--- src/rtl/lo_gen_pkg.sv ---
// Shared types for the multi-channel LO generator: per-channel config record,
// its reset value and the period helper.
package lo_gen_pkg;

    // Widest divider/dead-time fields a channel supports; top-level fields are zero-extended.
    localparam int LO_DIV_W   = 8;
    localparam int LO_DEAD_W  = 3;
    localparam int LO_DEF_DIV = 3;
    localparam int LO_CNT_W   = LO_DIV_W + 1;

    typedef struct packed {
        logic                en;
        logic [LO_DIV_W-1:0] div;
        logic [LO_DIV_W:0]   phase;
        logic [LO_DEAD_W-1:0] dead;
    } lo_cfg_t;

    localparam lo_cfg_t LO_CFG_RST = '{
        en:    1'b0,
        div:   LO_DIV_W'(LO_DEF_DIV),
        phase: '0,
        dead:  '0
    };

    // Full LO period in clk cycles: two half-periods of (div+1).
    function automatic logic [LO_CNT_W:0] period(input logic [LO_DIV_W-1:0] div);
        return {1'b0, div, 1'b0} + (LO_CNT_W+1)'(2);
    endfunction

endpackage

--- src/rtl/lo_generator_if.sv ---
// Configuration bus of lo_generator: write strobe, target channel, channel
// fields and the global phase-align strobe.
interface lo_generator_if #(
    parameter int NUM_CH = 2,
    parameter int DIV_W  = 8,
    parameter int DEAD_W = 3
);
    localparam int CH_W = (NUM_CH > 1) ? $clog2(NUM_CH) : 1;

    logic              cfg_wr;
    logic [CH_W-1:0]   cfg_ch;
    logic              cfg_en;
    logic [DIV_W-1:0]  cfg_div;
    logic [DIV_W:0]    cfg_phase;
    logic [DEAD_W-1:0] cfg_dead;
    logic              cfg_sync;

    modport master (
        output cfg_wr, cfg_ch, cfg_en, cfg_div, cfg_phase, cfg_dead, cfg_sync
    );

    modport slave (
        input cfg_wr, cfg_ch, cfg_en, cfg_div, cfg_phase, cfg_dead, cfg_sync
    );

endinterface

--- src/rtl/lo_generator_channel.sv ---
// One LO channel: shadow/active config, period counter and registered
// non-overlapping lo_p/lo_n pair, with an optional external-pair override.
module lo_channel
    import lo_gen_pkg::*;
#(
    parameter int DEF_DIV = LO_DEF_DIV
) (
    input  logic    clk,
    input  logic    rst,
    input  logic    wr,
    input  lo_cfg_t wcfg,
    input  logic    sync,
    input  logic    byp,
    input  logic    byp_p,
    input  logic    byp_n,
    output logic    lo_p,
    output logic    lo_n,
    output logic    lo_tick
);

    localparam lo_cfg_t CFG_RST = '{
        en:    LO_CFG_RST.en,
        div:   LO_DIV_W'(DEF_DIV),
        phase: LO_CFG_RST.phase,
        dead:  LO_CFG_RST.dead
    };
    localparam logic [LO_CNT_W-1:0] CNT_ONE  = LO_CNT_W'(1);
    localparam logic [LO_CNT_W:0]   WRAP_ONE = (LO_CNT_W+1)'(1);

    lo_cfg_t             shd, act, shd_eff;
    logic [LO_CNT_W-1:0] cnt, sync_cnt;
    logic [LO_CNT_W:0]   last_act, last_new;
    logic [LO_DIV_W-1:0] dead_x, dead_eff;
    logic [LO_CNT_W-1:0] p_lo, p_hi, n_lo, n_hi;
    logic                wrap, p_nxt, n_nxt, t_nxt;

    // A write in this cycle is already visible to a same-cycle wrap or sync.
    assign shd_eff = wr ? wcfg : shd;

    always_comb begin
        last_act = period(act.div) - WRAP_ONE;
        last_new = period(shd_eff.div) - WRAP_ONE;
        wrap     = ({1'b0, cnt} == last_act);
        sync_cnt = ({1'b0, shd_eff.phase} > last_new) ? last_new[LO_CNT_W-1:0]
                                                       : shd_eff.phase;

        // Dead time is clamped to div so each phase keeps at least one high cycle.
        dead_x   = LO_DIV_W'(act.dead);
        dead_eff = (dead_x > act.div) ? act.div : dead_x;
        p_lo     = {1'b0, dead_eff};
        p_hi     = {1'b0, act.div};
        n_lo     = p_hi + p_lo + CNT_ONE;
        n_hi     = {act.div, 1'b1};

        p_nxt = act.en & (cnt >= p_lo) & (cnt <= p_hi);
        n_nxt = act.en & (cnt >= n_lo) & (cnt <= n_hi);
        t_nxt = act.en & (cnt == '0);
    end

    always_ff @(posedge clk) begin
        if (rst) begin
            shd     <= CFG_RST;
            act     <= CFG_RST;
            cnt     <= '0;
            lo_p    <= 1'b0;
            lo_n    <= 1'b0;
            lo_tick <= 1'b0;
        end else begin
            if (wr)
                shd <= wcfg;

            // A disabled channel tracks its shadow every cycle so enabling starts at cnt=0.
            if (sync) begin
                act <= shd_eff;
                cnt <= shd_eff.en ? sync_cnt : '0;
            end else if (!act.en || wrap) begin
                act <= shd_eff;
                cnt <= '0;
            end else begin
                cnt <= cnt + CNT_ONE;
            end

            if (byp) begin
                lo_p    <= act.en & byp_p;
                lo_n    <= act.en & byp_n;
                lo_tick <= 1'b0;
            end else begin
                lo_p    <= p_nxt;
                lo_n    <= n_nxt;
                lo_tick <= t_nxt;
            end
        end
    end

endmodule

--- src/rtl/lo_generator.sv ---
// NUM_CH-channel LO generator: config write decode, sync fan-out and the
// optional external-LO bypass (enabled with LO_EXT_BYPASS_EN).
module lo_generator
    import lo_gen_pkg::*;
#(
    parameter int NUM_CH  = 2,
    parameter int DIV_W   = 8,
    parameter int DEAD_W  = 3,
    parameter int DEF_DIV = 3
) (
    input  logic               clk,
    input  logic               rst,
    lo_generator_if.slave      cfg,
    input  logic               ext_lo_en,
    input  logic               ext_lo_p,
    input  logic               ext_lo_n,
    output logic [NUM_CH-1:0]  lo_p,
    output logic [NUM_CH-1:0]  lo_n,
    output logic [NUM_CH-1:0]  lo_tick
);

    localparam int CH_W = (NUM_CH > 1) ? $clog2(NUM_CH) : 1;

    lo_cfg_t wcfg;
    logic    byp, byp_p, byp_n;

    assign wcfg = '{
        en:    cfg.cfg_en,
        div:   LO_DIV_W'(cfg.cfg_div),
        phase: LO_CNT_W'(cfg.cfg_phase),
        dead:  LO_DEAD_W'(cfg.cfg_dead)
    };

`ifdef LO_EXT_BYPASS_EN
    logic [1:0] sy_p, sy_n;

    // Two-flop synchroniser for the asynchronous external pair.
    always_ff @(posedge clk) begin
        if (rst) begin
            sy_p <= '0;
            sy_n <= '0;
        end else begin
            sy_p <= {sy_p[0], ext_lo_p};
            sy_n <= {sy_n[0], ext_lo_n};
        end
    end

    assign byp   = ext_lo_en;
    assign byp_p = sy_p[1];
    assign byp_n = sy_n[1];
`else
    wire unused_ext = ^{ext_lo_en, ext_lo_p, ext_lo_n};

    assign byp   = 1'b0;
    assign byp_p = 1'b0;
    assign byp_n = 1'b0;
`endif

    // Channel indices beyond NUM_CH-1 match no instance, so such writes drop.
    for (genvar i = 0; i < NUM_CH; i++) begin : g_ch
        lo_channel #(
            .DEF_DIV (DEF_DIV)
        ) u_ch (
            .clk     (clk),
            .rst     (rst),
            .wr      (cfg.cfg_wr && (cfg.cfg_ch == CH_W'(i))),
            .wcfg    (wcfg),
            .sync    (cfg.cfg_sync),
            .byp     (byp),
            .byp_p   (byp_p),
            .byp_n   (byp_n),
            .lo_p    (lo_p[i]),
            .lo_n    (lo_n[i]),
            .lo_tick (lo_tick[i])
        );
    end

endmodule

--- src/flat_wrapper.sv ---
// flat-port wrapper written by rule: the top's interface ports become plain ports
module lo_generator_flat import lo_gen_pkg::*;
#(
    parameter int NUM_CH  = 2,
    parameter int DIV_W   = 8,
    parameter int DEAD_W  = 3,
    parameter int DEF_DIV = 3
)
  (clk, rst, ext_lo_en, ext_lo_p, ext_lo_n, lo_p, lo_n, lo_tick, cfg_cfg_wr, cfg_cfg_ch, cfg_cfg_en, cfg_cfg_div, cfg_cfg_phase, cfg_cfg_dead, cfg_cfg_sync);
  lo_generator_if #(.NUM_CH(NUM_CH), .DIV_W(DIV_W), .DEAD_W(DEAD_W)) cfg_i ();
  input  logic clk;
  input  logic rst;
  input  logic ext_lo_en;
  input  logic ext_lo_p;
  input  logic ext_lo_n;
  output logic [NUM_CH-1:0] lo_p;
  output logic [NUM_CH-1:0] lo_n;
  output logic [NUM_CH-1:0] lo_tick;
  input wire logic [$bits(cfg_i.cfg_wr)-1:0] cfg_cfg_wr;
  input wire logic [$bits(cfg_i.cfg_ch)-1:0] cfg_cfg_ch;
  input wire logic [$bits(cfg_i.cfg_en)-1:0] cfg_cfg_en;
  input wire logic [$bits(cfg_i.cfg_div)-1:0] cfg_cfg_div;
  input wire logic [$bits(cfg_i.cfg_phase)-1:0] cfg_cfg_phase;
  input wire logic [$bits(cfg_i.cfg_dead)-1:0] cfg_cfg_dead;
  input wire logic [$bits(cfg_i.cfg_sync)-1:0] cfg_cfg_sync;
  assign cfg_i.cfg_wr = cfg_cfg_wr;
  assign cfg_i.cfg_ch = cfg_cfg_ch;
  assign cfg_i.cfg_en = cfg_cfg_en;
  assign cfg_i.cfg_div = cfg_cfg_div;
  assign cfg_i.cfg_phase = cfg_cfg_phase;
  assign cfg_i.cfg_dead = cfg_cfg_dead;
  assign cfg_i.cfg_sync = cfg_cfg_sync;
  lo_generator #(.NUM_CH(NUM_CH), .DIV_W(DIV_W), .DEAD_W(DEAD_W), .DEF_DIV(DEF_DIV)) u_core (.clk(clk), .rst(rst), .cfg(cfg_i), .ext_lo_en(ext_lo_en), .ext_lo_p(ext_lo_p), .ext_lo_n(ext_lo_n), .lo_p(lo_p), .lo_n(lo_n), .lo_tick(lo_tick));
endmodule
--- config.mk ---
export PLATFORM = sky130hd
export DESIGN_NAME = lo_generator_flat
export DESIGN_NICKNAME = d
export VERILOG_FILES = /design/src/rtl/lo_gen_pkg.sv /design/src/rtl/lo_generator_if.sv /design/src/rtl/lo_generator_channel.sv /design/src/rtl/lo_generator.sv /design/src/flat_wrapper.sv
export SDC_FILE = /design/constraint.sdc
export NUM_CORES = 1
export LEC_CHECK = 0
export CELL_PAD_IN_SITES_DETAIL_PLACEMENT = 1
export CELL_PAD_IN_SITES_GLOBAL_PLACEMENT = 2
export CORE_AREA = 8 8 164 127
export CTS_CLUSTER_DIAMETER = 30
export CTS_CLUSTER_SIZE = 25
export DETAILED_ROUTE_END_ITERATION = 7
export DIE_AREA = 0 0 172 135
export PLACE_DENSITY = 0.73
export SETUP_SLACK_MARGIN = 0.4
export SYNTH_ARGS = -nofsm -noshare
export SYNTH_HDL_FRONTEND = slang
export SYNTH_SLANG_ARGS = --single-unit
--- constraint.sdc ---
create_clock -name clk -period 3.6 [get_ports clk]
set_input_delay 0.9 -clock clk [delete_from_list [all_inputs] [get_ports clk]]
set_output_delay 0.9 -clock clk [all_outputs]
set_load 0.01 [all_outputs]
Word-level counts from Yosys, hierarchy flattened
Index checks and enable logic that the tools add are counted.

Add/sub/neg operators: 14. Magnitude comparators: 12. Equality and inequality tests: 2. Muxes and demuxes: 16. Bitwise logic cells: 11. Reductions and logical operators: 10.

Operators with widths (count): two-way mux 21 bit (6); two-way mux 9 bit (8); adder 9 x 2 -> 10 bit, second input constant (4); subtractor 10 x 1 -> 10 bit, second input constant (4); adder 9 x 1 -> 9 bit, second input constant (4); equality test 9 x 10 -> 1 bit (2); > comparator 9 x 10 -> 1 bit (2); adder 8 x 8 -> 9 bit (2); >= comparator 9 x 8 -> 1 bit (2); >= comparator 9 bit (2); less-or-equal comparator 9 x 8 -> 1 bit (2); less-or-equal comparator 9 bit (2); logical NOT 9 bit (2); > comparator 3 x 8 -> 1 bit (2); two-way mux 8 bit (2); bitwise AND 1 bit (10); nonzero test 2 bit (2); logical AND 1 bit (2); logical NOT 1 bit (2); logical OR 1 bit (2); inverter 1 bit (1).

Flip-flop bits (word level): 90. Bits of input ports: 29. Output and inout port bits: 6. Word-level logic and storage cells: 87.

Depth between registers and ports, before layout
Gate-level depths: netlist of the first run.

Depth in word-level cells: 9. Gate-level depth with buffers: 19. Mapped depth without buffers: 19.

Modules after synthesis
From an unflattened synthesis of the first run, not the netlist that was laid out.

Cell total of the unflattened synthesis: 660. Area total of the unflattened synthesis: 6089.6 um^2.

Modules (own cells, without submodules): lo_channel at u_core.g_ch[1].u_ch (times used 1, cells an instance 334, area each 3046.7 um^2, seq. area each 900.9 um^2); lo_channel at u_core.g_ch[0].u_ch (times used 1, cells an instance 323, area each 3022.9 um^2, seq. area each 900.9 um^2); lo_generator (times used 1, cells an instance 3, area each 20.0 um^2, seq. area each 0.0 um^2).

Worst setup path after synthesis of the first run
Ideal clock, no wire load.

Path type: reg-to-reg. Start: reg u_core.g_ch[0].u_ch.act[13] in the netlist's numbering. End: reg u_core.g_ch[0].u_ch.lo_n. Library setup time: 0.121 ns. Arrival: 3.469 ns. Required time: 3.479 ns. Slack: 0.009 ns. Cell stages (with the launch flop): 18. Path buffers: 0. Clock period less this slack: 3.591 ns. Cells stage by stage: dfxtp_1 inv_1 ha_1 a21o_1 a21oi_1 a311oi_2 mux2_2 ha_1 nor2b_1 o21ai_0 nand2b_1 and3_1 xnor2_1 ha_1 nor4_1 o21ai_0 a41oi_1 nor4_1.

Cells in the longest elaborated chain, start to end: 7. Elaborated cells between the ends (all ways): 8. Classes of those cells: add/sub: 2; order compare: 3; mux: 1; bitwise: 2.

RTL lines: start: declaration (line lo_generator_channel.sv:30) `lo_cfg_t shd, act, shd_eff;`; start signal: assignment (line lo_generator_channel.sv:63) `act <= CFG_RST;`; start signal: assignment (line lo_generator_channel.sv:74) `act <= shd_eff;`; start signal: assignment (line lo_generator_channel.sv:77) `act <= shd_eff;`; > comparator 3 x 8 -> 1 bit (line lo_generator_channel.sv:49) `dead_eff = (dead_x > act.div) ? act.div : dead_x;`; two-way mux 8 bit (line lo_generator_channel.sv:49); adder 8 x 8 -> 9 bit (line lo_generator_channel.sv:52) `n_lo = p_hi + p_lo + CNT_ONE;`; adder 9 x 1 -> 9 bit (line lo_generator_channel.sv:52); >= comparator 9 bit (line lo_generator_channel.sv:56) `n_nxt = act.en & (cnt >= n_lo) & (cnt <= n_hi);`; bitwise AND 1 bit (line lo_generator_channel.sv:56); bitwise AND 1 bit (*) (line lo_generator_channel.sv:56); end signal: assignment (line lo_generator_channel.sv:85) `lo_n <= act.en & byp_n;`; end signal: assignment (line lo_generator_channel.sv:89) `lo_n <= n_nxt;`; end: declaration (line lo_generator_channel.sv:17) `output logic lo_n,`.

Every way passes the cells marked *; elsewhere a longest branch is shown, timed or not. A chain may end at the register's enable or synchronous reset.

Worst setup path after layout of the first run
Start: reg u_core.g_ch[1].u_ch.act[13] in the netlist's numbering. End: reg u_core.g_ch[1].u_ch.lo_n.

Cells in the longest elaborated chain, start to end: 7. Elaborated cells between the ends (all ways): 8. Classes of those cells: add/sub: 2; order compare: 3; mux: 1; bitwise: 2.

RTL lines (line): start: declaration (lo_generator_channel.sv:30); start signal: assignment (lo_generator_channel.sv:63); start signal: assignment (lo_generator_channel.sv:74); start signal: assignment (lo_generator_channel.sv:77); > comparator 3 x 8 -> 1 bit (lo_generator_channel.sv:49); two-way mux 8 bit (lo_generator_channel.sv:49); adder 8 x 8 -> 9 bit (lo_generator_channel.sv:52); adder 9 x 1 -> 9 bit (lo_generator_channel.sv:52); >= comparator 9 bit (lo_generator_channel.sv:56); bitwise AND 1 bit (lo_generator_channel.sv:56); bitwise AND 1 bit (*) (lo_generator_channel.sv:56); end signal: assignment (lo_generator_channel.sv:85); end signal: assignment (lo_generator_channel.sv:89); end: declaration (lo_generator_channel.sv:17).

Marked as above.

==> flow_summary.json, run 1 <==
{
  "status": "finished with violations",
  "violations": "negative setup slack",
  "core-area_um2": 18200,
  "hold_class": "flop to flop",
  "finalNonFillerCells": 1058,
  "relSlewSlack_pct": 15.4,
  "gp_congestion": 0.835,
  "min_from": "u_core.g_ch[1].u_ch.shd[2]",
  "grt_pass1_vias": 5913,
  "finalPower_mw": 2.80,
  "reg2reg_slack_ps": -50,
  "grt_max_degree": 44,
  "ys_types": 57,
  "crit_fanout": 5,
  "clock_latency_ps": 350,
  "hold_path_end": "u_core.g_ch[1].u_ch.shd[2]",
  "die-width_um": 172,
  "ys_ff_latch": 90,
  "clk_pin_slew_ps": 60,
  "p_leak_nw": 3.69,
  "drt_pass1_iterations": 4,
  "grt_usage_pct": 17.3,
  "portBuffers": 31,
  "p_per_area_nw_per_um2": 348,
  "wl_per_cell_um": 18.5,
  "wl_um": 19500,
  "setup.worst_path.class": "flop to flop",
  "antenna_found_initial": 0,
  "synth_top_cell_by_area": "dfxtp_1",
  "finalCritPeriodShare_pct": 101,
  "min_period_ps": 3650,
  "max_cap_viol_count": 0,
  "maxSlewViolCount": 0,
  "syn_avg_cell_area_um2": 9.00,
  "grt-ovfl-total": 0,
  "antenna_left": 0,
  "cts.sinks": 90,
  "peakVddDrop_uv": 212,
  "tightestPinTransition_ps": 1270,
  "postSynthCellCount": 676,
  "yosysSeqAreaShare_pct": 29.6,
  "syn_to_final_growth_pct": 32.2,
  "final_nets": 935,
  "cts_tree": "done",
  "ys_warn_count": 0,
  "hpwl_um": 15600,
  "setup_viol": 1,
  "startpoint_type": "flop",
  "worst_ep_arrival_time_ps": 3900,
  "holdPathStages": 2,
  "cts.htree.levels": 3,
  "hold_viol": 0,
  "start_util_pct": 33.5,
  "num_rows": 43,
  "synth_area_leaders": "dfxtp_1 (30%), ha_1 (20%), mux2i_1 (5.9%), xnor2_1 (3.3%), nor2_1 (3.3%)",
  "vias": 5438,
  "synth_most_common_cell": "ha_1",
  "crit-reg2reg-capture": "u_core.g_ch[1].u_ch.lo_n",
  "die_h_um": 135,
  "synth_edf_count": 0,
  "drc": 0,
  "place_inst": 1027,
  "max_freq_mhz": 274,
  "io_pins": 35,
  "rsz0062_at_grt": "true",
  "drt-initial-drc-count": 226,
  "grt_pass1_wl_um": 31500,
  "rr_worst_depth": 20,
  "dieArea_um2": 23200,
  "rr_startpoint": "u_core.g_ch[1].u_ch.act[13]",
  "cts_root_buf": "clkbuf_16",
  "async_reset_ff_share_pct": 0,
  "ys_top_cells_by_count": "ha_1 (98), dfxtp_1 (90), nor2_1 (53), inv_1 (49), mux2i_1 (36)",
  "worstPathRequired_ps": 3850,
  "cts_made_buffers": 9,
  "end_kind": "flop",
  "netlist_area_um2": 6090,
  "synth_top_flop_cell": "dfxtp_1",
  "layout_setup_ws_ps": -49.4,
  "antennaDiodeCount": 0,
  "fin_tns_setup_ps": -49.4,
  "post-synth-top-area-fraction_pct": 29.6,
  "drive_above_1_share_pct": 24.0,
  "clock_skew_ps": 13.9,
  "clockBufferDepth": 2,
  "vias_per_cell": 5.14
}
[cell families (layout without fill, tap and decap cells)]
group	count (synthesis)	after routing	synth area share, %
compound gates	146	146	16.7
xor+xnor	26	26	3.74
fa+ha+maj	100	100	20.8
buf+inv	74	200	5.28
flops	90	90	29.6
mux	46	46	7.83
other cells	1	10	0.0616
simple gates	193	193	16.0
[per-layer routing]
layer / part of all wire [%] / wire (um) / GRT usage [%] / up-vias
met3: 3.8 / 739 / 3.21 / 18
met5: 0 / 0 / 0 / -
met4: 1.1 / 223 / 4.30 / 0
met1: 51 / 9910 / 24.0 / 2625
li1: - / - / - / 2715
met2: 44 / 8680 / 26.9 / 80
[layout by cell type, fill, tap and decap left out, types with 5 or more instances in the layout]
| cell | instances |
|---|---|
| buf_4 | 100 |
| ha_1 | 87 |
| dfxtp_1 | 85 |
| nor2_1 | 51 |
| inv_1 | 44 |
| nand2_1 | 33 |
| mux2i_1 | 29 |
| clkdlybuf4s50_1 | 28 |
| a21oi_1 | 23 |
| xnor2_1 | 23 |
| nand3_1 | 23 |
| nand2b_1 | 19 |
| a21o_1 | 18 |
| o21ai_0 | 15 |
| a211oi_1 | 14 |
| o211ai_1 | 12 |
| nand4_1 | 11 |
| conb_1 | 10 |
| nor3_1 | 9 |
| clkbuf_16 | 9 |
| nor2b_1 | 8 |
| and3_1 | 7 |
| ha_4 | 7 |
| mux2i_2 | 6 |
| mux2_4 | 6 |
| o21ai_1 | 6 |
| o22a_1 | 6 |
| o311ai_1 | 6 |
| a21oi_2 | 5 |
| o22ai_1 | 5 |
[worst max-delay path by stage]
stage,startpoint,to,cells past startpoint
6_report,u_core.g_ch[1].u_ch.act[13],u_core.g_ch[1].u_ch.lo_n,20
5_1_grt,u_core.g_ch[1].u_ch.act[13],u_core.g_ch[1].u_ch.lo_n,20
3_5_place_dp,u_core.g_ch[1].u_ch.act[13],u_core.g_ch[1].u_ch.lo_n,18
4_1_cts,u_core.g_ch[1].u_ch.act[13],u_core.g_ch[1].u_ch.lo_n,19
3_3_place_gp,u_core.g_ch[1].u_ch.act[13],u_core.g_ch[1].u_ch.lo_n,18
2_1_floorplan,u_core.g_ch[0].u_ch.act[13],u_core.g_ch[0].u_ch.lo_n,17
[worst max-delay path: stages, from the launching register on]
cell and delay [ps]:
dfxtp_2 330, inv_2 50, ha_4 210, nor2b_2 150, o21ai_2 150, a21oi_4 110, nor2_2 150, a21oi_2 40
ha_2 200, fa_2 380, inv_2 50, a21o_1 180, nor2b_1 160, o21ai_1 90, xnor2_1 250, ha_2 320
o21ai_1 190, nand2b_1 110, a21oi_2 230, nor4_4 60, buf_4 130
[through the flow]
stage	instance area [um^2]	hold WS, ps	utilization [%]	setup slack, ps
3_5_place_dp	7370	467	40.5	-154
4_1_cts	7880	476	43.3	0.630
6_report	8050	474	44.3	-49.4
2_1_floorplan	6210	441	-	285
5_1_grt	8050	494	44.3	-235
3_3_place_gp	7370	459	40.5	-95.3
[where the power goes]
part           internal, mW  switching, mW
clock network         0.488          0.449
registers              1.04         0.0355
logic                 0.383          0.401
total                  1.91          0.886
[registers in the layout (all words and copies together), names as in the netlist]
register                  flops
u_core.g_ch.u_ch.act         24
u_core.g_ch.u_ch.cnt         18
u_core.g_ch.u_ch.shd         42
u_core.g_ch.u_ch.lo_n         2
u_core.g_ch.u_ch.lo_tick      2
u_core.g_ch.u_ch.lo_p         2
[repair_timing]
item | 4_1_cts | 5_1_grt
endpoints found under the hold margin | 0 | 0
gates resized for setup | 38 | 29
pin swaps | 23 | 18
endpoints found under the setup margin | 16 | 11
hold buffers | 0 | 0
buffers inserted | 9 | 6
[final cells by class]
cell class              count  area, um^2
repair buffers            135        1120
multi-input cells         521        4330
inverters                  49         189
clock buffers              10         229
fillers                  2127       10100
flip-flops and latches     90        1810
well taps                 247         309
clock inverters             6        57.6
Note: power is estimated with default switching activity, not from simulation.
==> run 2: changes to the inputs <==
--- a/config.mk
+++ b/config.mk
@@ -12,6 +12,7 @@
 export CTS_CLUSTER_SIZE = 25
 export DETAILED_ROUTE_END_ITERATION = 7
 export DIE_AREA = 0 0 172 135
+export GPL_ROUTABILITY_DRIVEN = 0
 export PLACE_DENSITY = 0.73
 export SETUP_SLACK_MARGIN = 0.4
 export SYNTH_ARGS = -nofsm -noshare
==> results of run 2 <==
Same layout as run 1: the final DEF is identical, and so are final timing and power.
==> run 3: changes to the inputs <==
--- a/config.mk
+++ b/config.mk
@@ -13,7 +13,7 @@
 export DETAILED_ROUTE_END_ITERATION = 7
 export DIE_AREA = 0 0 172 135
 export GPL_ROUTABILITY_DRIVEN = 0
-export PLACE_DENSITY = 0.73
+export PLACE_DENSITY_LB_ADDON = 0.1
 export SETUP_SLACK_MARGIN = 0.4
 export SYNTH_ARGS = -nofsm -noshare
 export SYNTH_HDL_FRONTEND = slang
==> run 3 against run 2 <==
The flow still finishes with violations (negative setup slack); global-route usage is 0.10 points higher; register-to-register slack worse by 30 ps; die area stayed put; total power is 2.3% higher; largest cell class unchanged.
==> flow_summary.json, run 3 (synthesis results as in run 1) <==
{
  "status": "finished with violations",
  "violations": "negative setup slack",
  "dieArea_um2": 23200,
  "cts_root_buf": "clkbuf_16",
  "worst_ep_arrival_time_ps": 3930,
  "largest_reg_flops": 42,
  "cts_hold_buf": 0,
  "num_rows": 43,
  "cts_tree": "done",
  "layout_setup_ws_ps": -80.8,
  "area.sequential_um2": 1810,
  "regMostFlops": "u_core.g_ch.u_ch.shd",
  "hpwl_um": 15900,
  "worstPathRequired_ps": 3840,
  "startpoint_type": "flop",
  "final_nets": 939,
  "dpl-instance-area_um2": 7410,
  "final_common_cell": "buf_4",
  "io_pins": 35,
  "clockBufferDepth": 2,
  "maxSlewViolCount": 0,
  "core-area_um2": 18200,
  "antenna_found_initial": 0,
  "rsz0062_at_grt": "true",
  "critPathMaxStageDelay_ps": 370,
  "finalCritPeriodShare_pct": 102,
  "antenna_left": 0,
  "syn_to_final_growth_pct": 34.6,
  "vias": 5473,
  "cp_common_cell": "buf_4",
  "clock_skew_ps": 15.3,
  "die_h_um": 135,
  "p_per_area_nw_per_um2": 349,
  "drt_pass1_iterations": 4,
  "setup.worst_path.class": "flop to flop",
  "grt_pass1_vias": 5932,
  "wl_per_cell_um": 18.7,
  "drt-initial-drc-count": 194,
  "finalPower_mw": 2.86,
  "cts.sinks": 90,
  "drive_above_1_share_pct": 25.6,
  "start_util_pct": 33.5,
  "portBuffers": 31,
  "critPathSlowestCell": "fa_2",
  "top_regs": "u_core.g_ch.u_ch.shd (42), u_core.g_ch.u_ch.act (24), u_core.g_ch.u_ch.cnt (18)",
  "wl_um": 19800,
  "worstPathCellList": "nor4_4 -> buf_4 -> nand3_4 -> a21oi_4 -> a21oi_2 -> ha_2 -> fa_2 -> inv_2 -> a21o_1 -> nand2_1 -> buf_4 -> buf_4 -> xnor2_1 -> ha_1 -> a21oi_2 -> o21ai_2 -> a41oi_2 -> nor4_4 -> buf_4",
  "peakVddDrop_uv": 211,
  "max_cap_viol_count": 0,
  "max_freq_mhz": 272,
  "crit_fanout": 6,
  "min_from": "u_core.g_ch[1].u_ch.shd[2]",
  "grt_pass1_wl_um": 31600,
  "grt_usage_pct": 17.4,
  "clk_pin_slew_ps": 70,
  "cts_made_buffers": 9,
  "multi_input_area_um2": 4410,
  "finalNonFillerCells": 1062,
  "grt-ovfl-total": 0,
  "grt_max_degree": 32,
  "p_leak_nw": 3.77,
  "fin_area_um2": 8190,
  "nFillCells": 2109,
  "setup_viol": 1,
  "final_cell_mix": "buf_4 (105), ha_1 (85), dfxtp_1 (84)",
  "clock_latency_ps": 350,
  "relSlewSlack_pct": 66.5,
  "tightestPinTransition_ps": 501,
  "hold_viol": 0,
  "startpoint": "u_core.g_ch[1].u_ch.act[19]",
  "cts.htree.levels": 3,
  "end_kind": "flop",
  "hold_class": "flop to flop",
  "die-width_um": 172,
  "place_inst": 1032,
  "antennaDiodeCount": 0,
  "drc": 0,
  "vias_per_cell": 5.15,
  "min_period_ps": 3680,
  "rr_startpoint": "u_core.g_ch[1].u_ch.act[19]"
}
run 3: changes by cell type in the layout (fill, tap and decap cells not counted), moves of 3 or more:
cell / previous run / this run
buf_4: 100 / 105
mux2i_2: 6 / 1
mux2i_1: 29 / 33
ha_2: 4 / 7
xnor2_1: 23 / 20
run 3: report_power, final:
group,internal (mW),switching (mW),total [mW],leakage (nW)
logic,0.390,0.402,0.792,2.88
clock network,0.566,0.424,0.990,0.151
registers,1.04,0.0378,1.08,0.736
total,2.00,0.864,2.86,3.77
run 3: path summary, 6_finish.rpt:
check             cells past startpoint                          to  slack (ps)
setup / recovery                     19    u_core.g_ch[1].u_ch.lo_n         -80
hold / removal                        2  u_core.g_ch[1].u_ch.shd[2]         470
setup reg to reg                     19    u_core.g_ch[1].u_ch.lo_n         -80
hold reg to reg                       2  u_core.g_ch[1].u_ch.shd[2]         470
run 3: worst max-delay path, delay by kind of cell (launching register included):
kind                       cells  cell delay (ps)
AOI/OAI and AO/OA              6             1000
xor gates and xnor gates       1              120
adders and majority gates      3              920
buffers and inverters          5              630
DFF                            1              340
and+or+nand+nor                4              570
run 3: area by class of cell:
type,instances,area share [%]
Multi-Input combinational cell,521,53.8
Timing Repair Buffer,139,14.2
Clock inverter,6,0.871
Clock buffer,10,2.92
Inverter,49,2.31
Tap cell,247,3.77
Sequential cell,90,22.1
run 3: what timing repair did:
action                     4_1_cts  5_1_grt
pin swaps                       18       28
hold endpoints to repair         0        0
setup buffers                    8        5
gates cloned                     0        1
gates resized for setup         38       43
setup endpoints to repair       11       19
run 3: metrics by stage:
stage                     setup slack, ps  TNS (ps)  util, %  hold slack, ps
after CTS                           -86.2     -86.2     43.6             474
after detailed placement             -485      -522     40.8             466
after floorplan                       285         0        -             441
after global routing                 -213      -286     45.0             505
after global placement               -459      -459     40.8             452
final                               -80.8     -80.8     45.0             468
run 3: layer usage:
metal  up-vias  global-route usage (%)  share of wire (%)
li1       2724                       -                  -
met3        12                    3.18                2.9
met1      2675                    25.0                 53
met2        62                    26.3                 43
met5         -                       0                  0
met4         0                    3.77               0.81
